==> src/rtl/uart_rx_if.sv <==
// Bus-side signals of the UART receiver: tick and serial line in, received byte and status out.
// The bench drives through the master modport; the receiver uses the slave modport.
interface uart_rx_if #(
  parameter int DATA_BITS = 8
);
  logic                 b_tick;
  logic                 rx;
  logic [DATA_BITS-1:0] rx_data;
  logic                 rx_done;
  logic                 rx_busy;
  logic                 frame_err;

  modport master (
    output b_tick, rx,
    input  rx_data, rx_done, rx_busy, frame_err
  );

  modport slave (
    input  b_tick, rx,
    output rx_data, rx_done, rx_busy, frame_err
  );
endinterface

==> src/rtl/uart_rx.sv <==
// 8N1 UART receiver, LSB first, driven by an oversampling baud tick.
// A start bit is qualified at its midpoint, then every bit is sampled at mid-period.
module uart_rx #(
  parameter int OVERSAMPLE = 8,
  parameter int DATA_BITS  = 8
) (
  input  logic       clk,
  input  logic       reset,
  uart_rx_if.slave   bus
);
  localparam int TW = $clog2(OVERSAMPLE);
  localparam int BW = (DATA_BITS > 1) ? $clog2(DATA_BITS) : 1;

  localparam logic [TW-1:0] TICK_MID = TW'(OVERSAMPLE / 2 - 1);
  localparam logic [TW-1:0] TICK_END = TW'(OVERSAMPLE - 1);
  localparam logic [BW-1:0] BIT_LAST = BW'(DATA_BITS - 1);

  typedef enum logic [1:0] {IDLE, START, DATA, STOP} state_t;

  state_t               state_q, state_d;
  logic [1:0]           sync_q, sync_d;
  logic [TW-1:0]        tick_cnt_q, tick_cnt_d;
  logic [BW-1:0]        bit_cnt_q, bit_cnt_d;
  logic [DATA_BITS-1:0] shift_q, shift_d;
  logic [DATA_BITS-1:0] rx_data_q, rx_data_d;
  logic                 rx_done_q, rx_done_d;
  logic                 frame_err_q, frame_err_d;

  logic rx_s;
  logic tick_mid;
  logic tick_end;
  logic bit_last;

  // Two-flop synchroniser; the line idles high so both flops reset to 1.
  assign sync_d   = {sync_q[0], bus.rx};
  assign rx_s     = sync_q[1];
  assign tick_mid = bus.b_tick && (tick_cnt_q == TICK_MID);
  assign tick_end = bus.b_tick && (tick_cnt_q == TICK_END);
  assign bit_last = (bit_cnt_q == BIT_LAST);

  always_ff @(posedge clk or posedge reset) begin
    if (reset) begin
      state_q <= IDLE;
    end else begin
      state_q <= state_d;
    end
  end

  always_comb begin
    state_d = state_q;
    case (state_q)
      IDLE:    if (!rx_s) state_d = START;
      START:   if (tick_mid) state_d = rx_s ? IDLE : DATA;
      DATA:    if (tick_end && bit_last) state_d = STOP;
      STOP:    if (tick_end) state_d = IDLE;
      default: state_d = IDLE;
    endcase
  end

  always_comb begin
    tick_cnt_d  = tick_cnt_q;
    bit_cnt_d   = bit_cnt_q;
    shift_d     = shift_q;
    rx_data_d   = rx_data_q;
    frame_err_d = frame_err_q;
    rx_done_d   = 1'b0;
    case (state_q)
      IDLE: tick_cnt_d = '0;
      START: begin
        if (tick_mid) begin
          tick_cnt_d = '0;
          bit_cnt_d  = '0;
        end else if (bus.b_tick) begin
          tick_cnt_d = tick_cnt_q + 1'b1;
        end
      end
      DATA: begin
        if (tick_end) begin
          shift_d    = {rx_s, shift_q[DATA_BITS-1:1]};
          tick_cnt_d = '0;
          if (!bit_last) bit_cnt_d = bit_cnt_q + 1'b1;
        end else if (bus.b_tick) begin
          tick_cnt_d = tick_cnt_q + 1'b1;
        end
      end
      STOP: begin
        // Leave at mid stop bit so a back-to-back start edge is not missed.
        if (tick_end) begin
          rx_data_d   = shift_q;
          frame_err_d = ~rx_s;
          rx_done_d   = 1'b1;
          tick_cnt_d  = '0;
        end else if (bus.b_tick) begin
          tick_cnt_d = tick_cnt_q + 1'b1;
        end
      end
      default: tick_cnt_d = '0;
    endcase
  end

  always_ff @(posedge clk or posedge reset) begin
    if (reset) begin
      sync_q      <= 2'b11;
      tick_cnt_q  <= '0;
      bit_cnt_q   <= '0;
      shift_q     <= '0;
      rx_data_q   <= '0;
      rx_done_q   <= 1'b0;
      frame_err_q <= 1'b0;
    end else begin
      sync_q      <= sync_d;
      tick_cnt_q  <= tick_cnt_d;
      bit_cnt_q   <= bit_cnt_d;
      shift_q     <= shift_d;
      rx_data_q   <= rx_data_d;
      rx_done_q   <= rx_done_d;
      frame_err_q <= frame_err_d;
    end
  end

  assign bus.rx_data   = rx_data_q;
  assign bus.rx_done   = rx_done_q;
  assign bus.frame_err = frame_err_q;
  assign bus.rx_busy   = (state_q != IDLE);

endmodule

==> src/flat_wrapper.sv <==
// flat-port wrapper written by rule: the top's interface ports become plain ports
module uart_rx_flat 
#(
  parameter int OVERSAMPLE = 8,
  parameter int DATA_BITS  = 8
)
  (clk, reset, bus_b_tick, bus_rx, bus_rx_data, bus_rx_done, bus_rx_busy, bus_frame_err);
  uart_rx_if #(.DATA_BITS(DATA_BITS)) bus_i ();
  input  logic clk;
  input  logic reset;
  input wire logic [$bits(bus_i.b_tick)-1:0] bus_b_tick;
  input wire logic [$bits(bus_i.rx)-1:0] bus_rx;
  output wire logic [$bits(bus_i.rx_data)-1:0] bus_rx_data;
  output wire logic [$bits(bus_i.rx_done)-1:0] bus_rx_done;
  output wire logic [$bits(bus_i.rx_busy)-1:0] bus_rx_busy;
  output wire logic [$bits(bus_i.frame_err)-1:0] bus_frame_err;
  assign bus_i.b_tick = bus_b_tick;
  assign bus_i.rx = bus_rx;
  assign bus_rx_data = bus_i.rx_data;
  assign bus_rx_done = bus_i.rx_done;
  assign bus_rx_busy = bus_i.rx_busy;
  assign bus_frame_err = bus_i.frame_err;
  uart_rx #(.OVERSAMPLE(OVERSAMPLE), .DATA_BITS(DATA_BITS)) u_core (.clk(clk), .reset(reset), .bus(bus_i));
endmodule
==> config.mk <==
export PLATFORM = sky130hd
export DESIGN_NAME = uart_rx_flat
export DESIGN_NICKNAME = d
export VERILOG_FILES = /design/src/rtl/uart_rx_if.sv /design/src/rtl/uart_rx.sv /design/src/flat_wrapper.sv
export SDC_FILE = /design/constraint.sdc
export NUM_CORES = 1
export LEC_CHECK = 0
export BUFFER_PORTS_ARGS = -buffer_cell sky130_fd_sc_hd__clkbuf_2
export CAP_MARGIN = 25
export CORE_ASPECT_RATIO = 0.75
export CORE_MARGIN = 4
export CORE_UTILIZATION = 27
export CTS_BUF_LIST = sky130_fd_sc_hd__clkbuf_2 sky130_fd_sc_hd__clkbuf_4 sky130_fd_sc_hd__clkbuf_8
export DETAILED_ROUTE_END_ITERATION = 7
export GPL_TIMING_DRIVEN = 0
export SETUP_SLACK_MARGIN = 0.5
export SLEW_MARGIN = 25
export SYNTH_ARGS = -nofsm -noshare
export SYNTH_HDL_FRONTEND = slang
export SYNTH_SLANG_ARGS = --single-unit
==> constraint.sdc <==
create_clock -name clk -period 1.9 [get_ports clk]
set_input_delay 0.19 -clock clk [delete_from_list [all_inputs] [get_ports clk]]
set_output_delay 0.19 -clock clk [all_outputs]
set_load 0.05 [all_outputs]
### Word level (Yosys, flattened, before mapping)

Cells that the tools add are included.

* flip-flop bits (word level): 28
* input port bits: 4
* output and inout port bits: 11
* word-level logic and storage cells: 50

* add/subtract/negate cells: 2
* equality and inequality tests: 12
* mux-type cells: 16
* bitwise logic cells: 1
* reductions and logical operators: 11

Operator list (count)
* $mux 3: 6
* $mux 2: 5
* $pmux 3 s3: 1
* $ne 2x1->1 const B: 4
* $pmux 2 s4: 1
* $reduce_and 4->1: 2
* $add 3x1->3 const B: 2
* $eq 3x3->1 const B: 2
* $pmux 3 s2: 1
* $eq 2x2->1 const B: 2
* $ne 2x2->1 const B: 2
* $reduce_and 2->1: 2
* $reduce_bool 2->1: 2
* $eq 3x2->1 const B: 1
* $logic_and 1x1->1: 3
* $eq 2x1->1 const B: 1
* $logic_not 2->1: 1
* $mux 1: 2
* $reduce_or 2->1: 1
* $not 1->1: 1

### Longest topological paths before layout

* depth after elaboration: 5
* gate-level depth with buffers: 6
* gate-level depth less buffers: 5

### Worst setup path before layout

OpenSTA, ideal clock, no wires.

* path kind: register -> register
* start: register u_core.tick_cnt_q[0]
* end: register u_core.bit_cnt_q[1]
* library setup time: 125 ps
* data arrival time: 1540 ps
* required time: 1775 ps
* slack: 235 ps
* cell stages (with the launch flop): 6
* buffers on the path: 0
* period minus slack after synthesis: 1665 ps
* path through: dfrtp_1 -> ha_1 -> ha_1 -> and4bb_1 -> o21ai_2 -> mux2_4

* word-level cells in the longest chain between the ends: 4
* elaborated cells on any way between the ends: 7
* classes of those cells: eq/ne (4); reduce/logical (3)

Ends and longest elaborated chain
* start, declared: RTL line uart_rx.sv:22 `logic [TW-1:0] tick_cnt_q, tick_cnt_d;`
* start signal, assigned: RTL line uart_rx.sv:112 `tick_cnt_q <= tick_cnt_d;`
* $eq 3x3->1 / $eq 3x2->1 (equally long branches): RTL line uart_rx.sv:38, uart_rx.sv:37
* $logic_and 1x1->1 (on tied branches): RTL line uart_rx.sv:38, uart_rx.sv:37
* $ne 2x1->1 (no source line)
* $reduce_and 4->1 (no source line) (*)
* end signal, assigned: RTL line uart_rx.sv:113 `bit_cnt_q <= bit_cnt_d;`
* end, declared: RTL line uart_rx.sv:23 `logic [BW-1:0] bit_cnt_q, bit_cnt_d;`

Mark *: on every way between the ends. The rest lies on a longest branch, timed or not.
A chain may end at the register's enable or synchronous reset.

### Final worst setup path

Same ends and word-level chain as after synthesis.

==> run_results.csv <==
group,metric,value,unit
status,status,"complete, but fails checks",
status,violations,"hold timing",
synth,synth_nets,96,
sta,final_hold_viol_count,26,
placed_design,io_buffers,13,
synth,synth_common_cells,"26 x dfrtp_1, 17 x mux2_2, 5 x ha_1, 5 x nor2_1",
setup_path,crit_fanout,3,
power_and_ir_drop,peakVddDrop,0.375,mV
setup_path,endpoint_kind,"flop",
floorplan,initial_core_util,28.0,%
placed_design,gp_congestion,0.729,
placed_design,dp_cells,157,
min_path,hold_path.class,"in2async",
clock_network,clockRootBuffer,"clkbuf_8",
synth,yosysTopAreaCell,"dfrtp_1",
power_and_ir_drop,power_switching,0.491,mW
sta,tightest_slew,0.589,ns
synth,synthTopCellsByArea,"dfrtp_1 52%, mux2_2 15%, ha_1 5.0%",
setup_path,cp_cell_sequence,"ha_4 > ha_4 > and4bb_1 > o21ai_2 > mux2_4",
global_route,grt_start_max_net_pins,29,
clock_network,cts_buffer_depth,2,
clock_network,cts.sinks,28,
global_route,overflow,0,
setup_path,startpoint_type,"flop",
sta,rsz0062_at_grt,"yes",
setup_path,crit_type,"reg2reg",
route,route.vias.total,792,
synth,synthArstFlopShare,100,%
synth,syn_area_per_cell,14.5,sq um
cells_and_area,final_cells,179,
route,met1_length,1210,um
job,cap_violations,0,
route,ant_nets,0,
sta,fin_crit,1.60,ns
power_and_ir_drop,clkPwrFrac,23.0,%
route,wl_met2,1430,um
clock_network,worstSkewPairLatency,0.28,ns
power_and_ir_drop,intPower,1.14,mW
route,drc,0,
cells_and_area,fin_util,40.3,%
clock_network,cts_buffers,3,
setup_path,worstPathArrival,1.77,ns
cells_and_area,antenna_cells,0,
setup_path,slowest_stage,"dfrtp_1",
sta,post-route-period-util,84.2,%
route,drtIter0Drc,45,
global_route,grt_pass1_wl,4390,um
power_and_ir_drop,p_leak,0.985,nW
setup_path,path_buf_inv,0,
synth,synthCells,87,
sta,hold_ws,-0.0505,ns
synth,synth_most_common_cell,"dfrtp_1",
route,route.met3.wl,74,um
clock_network,clkTransAtPathRegs,0.10,ns
sta,setup_violations,0,
placed_design,dp_hpwl,1560,um
setup_path,rrSetupSlack,0.30,ns
setup_path,cp_top_family,"flip-flops",
global_route,antenna_found_initial,0,
synth,yosysSeqAreaShare,55.9,%
floorplan,fp.dieW,86.8,um
sta,drv_slew,0,
cells_and_area,drive_gt1_share,64.8,%
power_and_ir_drop,power.total,1.63,mW
synth,synthFlopType,"dfrtp_1",
clock_network,tritoncts,"built",
synth,synth_edf_count,0,
floorplan,ios,15,
cells_and_area,post-route-cell-area,1810,sq um
power_and_ir_drop,swShare,30.1,%
power_and_ir_drop,cellPowerDensity,901,nW/um^2
floorplan,core,4490,sq um
synth,ys_warn_count,0,
sta,tns,0,ns
floorplan,dieHeight,67.1,um
placed_design,place_area,1460,sq um
cells_and_area,fill_cells,403,
floorplan,num_rows,21,
synth,synth_cell_type_count,28,
power_and_ir_drop,pwr-share-seq,41.3,%
power_and_ir_drop,p_comb_share,35.6,%
cells_and_area,syn2layout_area_growth,43.8,%
clock_network,h-tree-depth,1,
sta,relSlewSlack,60.7,%
synth,netlist.area_leader.share,51.7,%
setup_path,crit_top_cell,"ha_4",
synth,syn-cell-area,1260,sq um
route,dr.pass1.iters,4,
route,wl_per_cell,15.2,um
setup_path,max_stage_delay,0.42,ns
cells_and_area,final_nets,132,
floorplan,die_area,5830,sq um
global_route,grt_use_total,9.62,%
route,wirelength,2720,um
route,routed.top_layer,"met4",
global_route,grt_pass1_vias,867,
sta,skew,0.00798,ns
route,routed_via_density,4.42,
sta,fmaxAchievable,625,MHz
synth,ys_seq_elements,28,
setup_path,required,2.07,ns
layout by cell type (no fill, tap or decap), types with 2 or more instances in the layout:
cell type	netlist	routed
dfstp_2	2	2
nor2_1	5	3
buf_12	0	2
buf_8	0	2
mux2_4	1	17
ha_4	0	4
buf_4	1	10
nand4b_4	1	2
inv_1	4	2
clkbuf_2	0	12
clkbuf_8	1	5
buf_6	2	6
o21ai_2	1	2
nand2_2	0	2
dfrtp_1	26	26
flip-flops by register name, summed over array words and instances, names as in the netlist, named ones only:
signal / count
u_core.bus.rx_data: 8
u_core.shift_q: 8
u_core.bit_cnt_q: 3
u_core.tick_cnt_q: 3
u_core.sync_q: 2
u_core.bus.frame_err: 1
u_core.bus.rx_done: 1
u_core.state_q: 1
layer usage:
| metal | up-vias | GRT usage (%) |
|---|---|---|
| met4 | 0 | 2.33 |
| li1 | 373 | - |
| met3 | 2 | 1.83 |
| met1 | 404 | 12.3 |
| met5 | - | 0 |
| met2 | 13 | 16.9 |
logic make-up (layout without fill, tap and decap cells):
logic type / Yosys count / count (layout) / synth area share [%]
DFF: 28 / 28 / 55.9
buffers and inverters: 8 / 42 / 4.67
AOI/OAI and AO/OA: 8 / 8 / 4.87
adders and majority gates: 5 / 5 / 4.97
xor gates and xnor gates: 1 / 1 / 0.696
and+or+nand+nor: 17 / 18 / 9.94
muxes: 20 / 20 / 19.0
power groups by stage:
stage | clock network, mW | logic (mW) | registers (mW)
floorplan | 0 | 0.320 | 0.681
global placement | 0 | 0.353 | 0.683
detailed placement | 0 | 0.365 | 0.684
CTS | 0.381 | 0.442 | 0.670
global route | 0.408 | 0.623 | 0.679
finish | 0.376 | 0.581 | 0.674
worst paths after layout:
path,end,start,cells after the start
worst min register to register,u_core.sync_q[1],u_core.sync_q[0],0
max in group asynchronous,u_core.shift_q[3],reset,2
worst max-delay path,u_core.bit_cnt_q[1],u_core.tick_cnt_q[0],5
min in group clk,u_core.tick_cnt_q[2],bus_b_tick,2
worst min-delay path,u_core.bus.rx_data[4],reset,2
worst max register to register,u_core.bit_cnt_q[1],u_core.tick_cnt_q[0],5
cell type report:
| class | instances | area (sq um) | share of cell area (%) |
|---|---|---|---|
| plain buffers | 4 | 56.3 | 3.11 |
| clock buffers | 4 | 55.1 | 3.04 |
| inverters | 4 | 17.5 | 0.968 |
| multi-input cells | 52 | 667 | 36.8 |
| flip-flops and latches | 28 | 703 | 38.8 |
| well taps | 57 | 71.3 | 3.94 |
| repair buffers | 30 | 240 | 13.3 |
stage by stage:
step,hold WS (ns),worst slack [ns]
after floorplan,0.194,0.375
after global placement,0.278,0.338
after detailed placement,0.284,0.289
after CTS,0.193,0.299
after global routing,0.0100,0.269
final,-0.0505,0.300
what timing repair did:
action                                 CTS  global route
gates resized for setup                 13            24
gates cloned                             1             0
setup endpoints to repair               19            27
pin swaps                                6             4
hold buffers                             1             0
endpoints found under the hold margin    1             0
buffers inserted                        11             5
(Power assumes the default switching activity.)
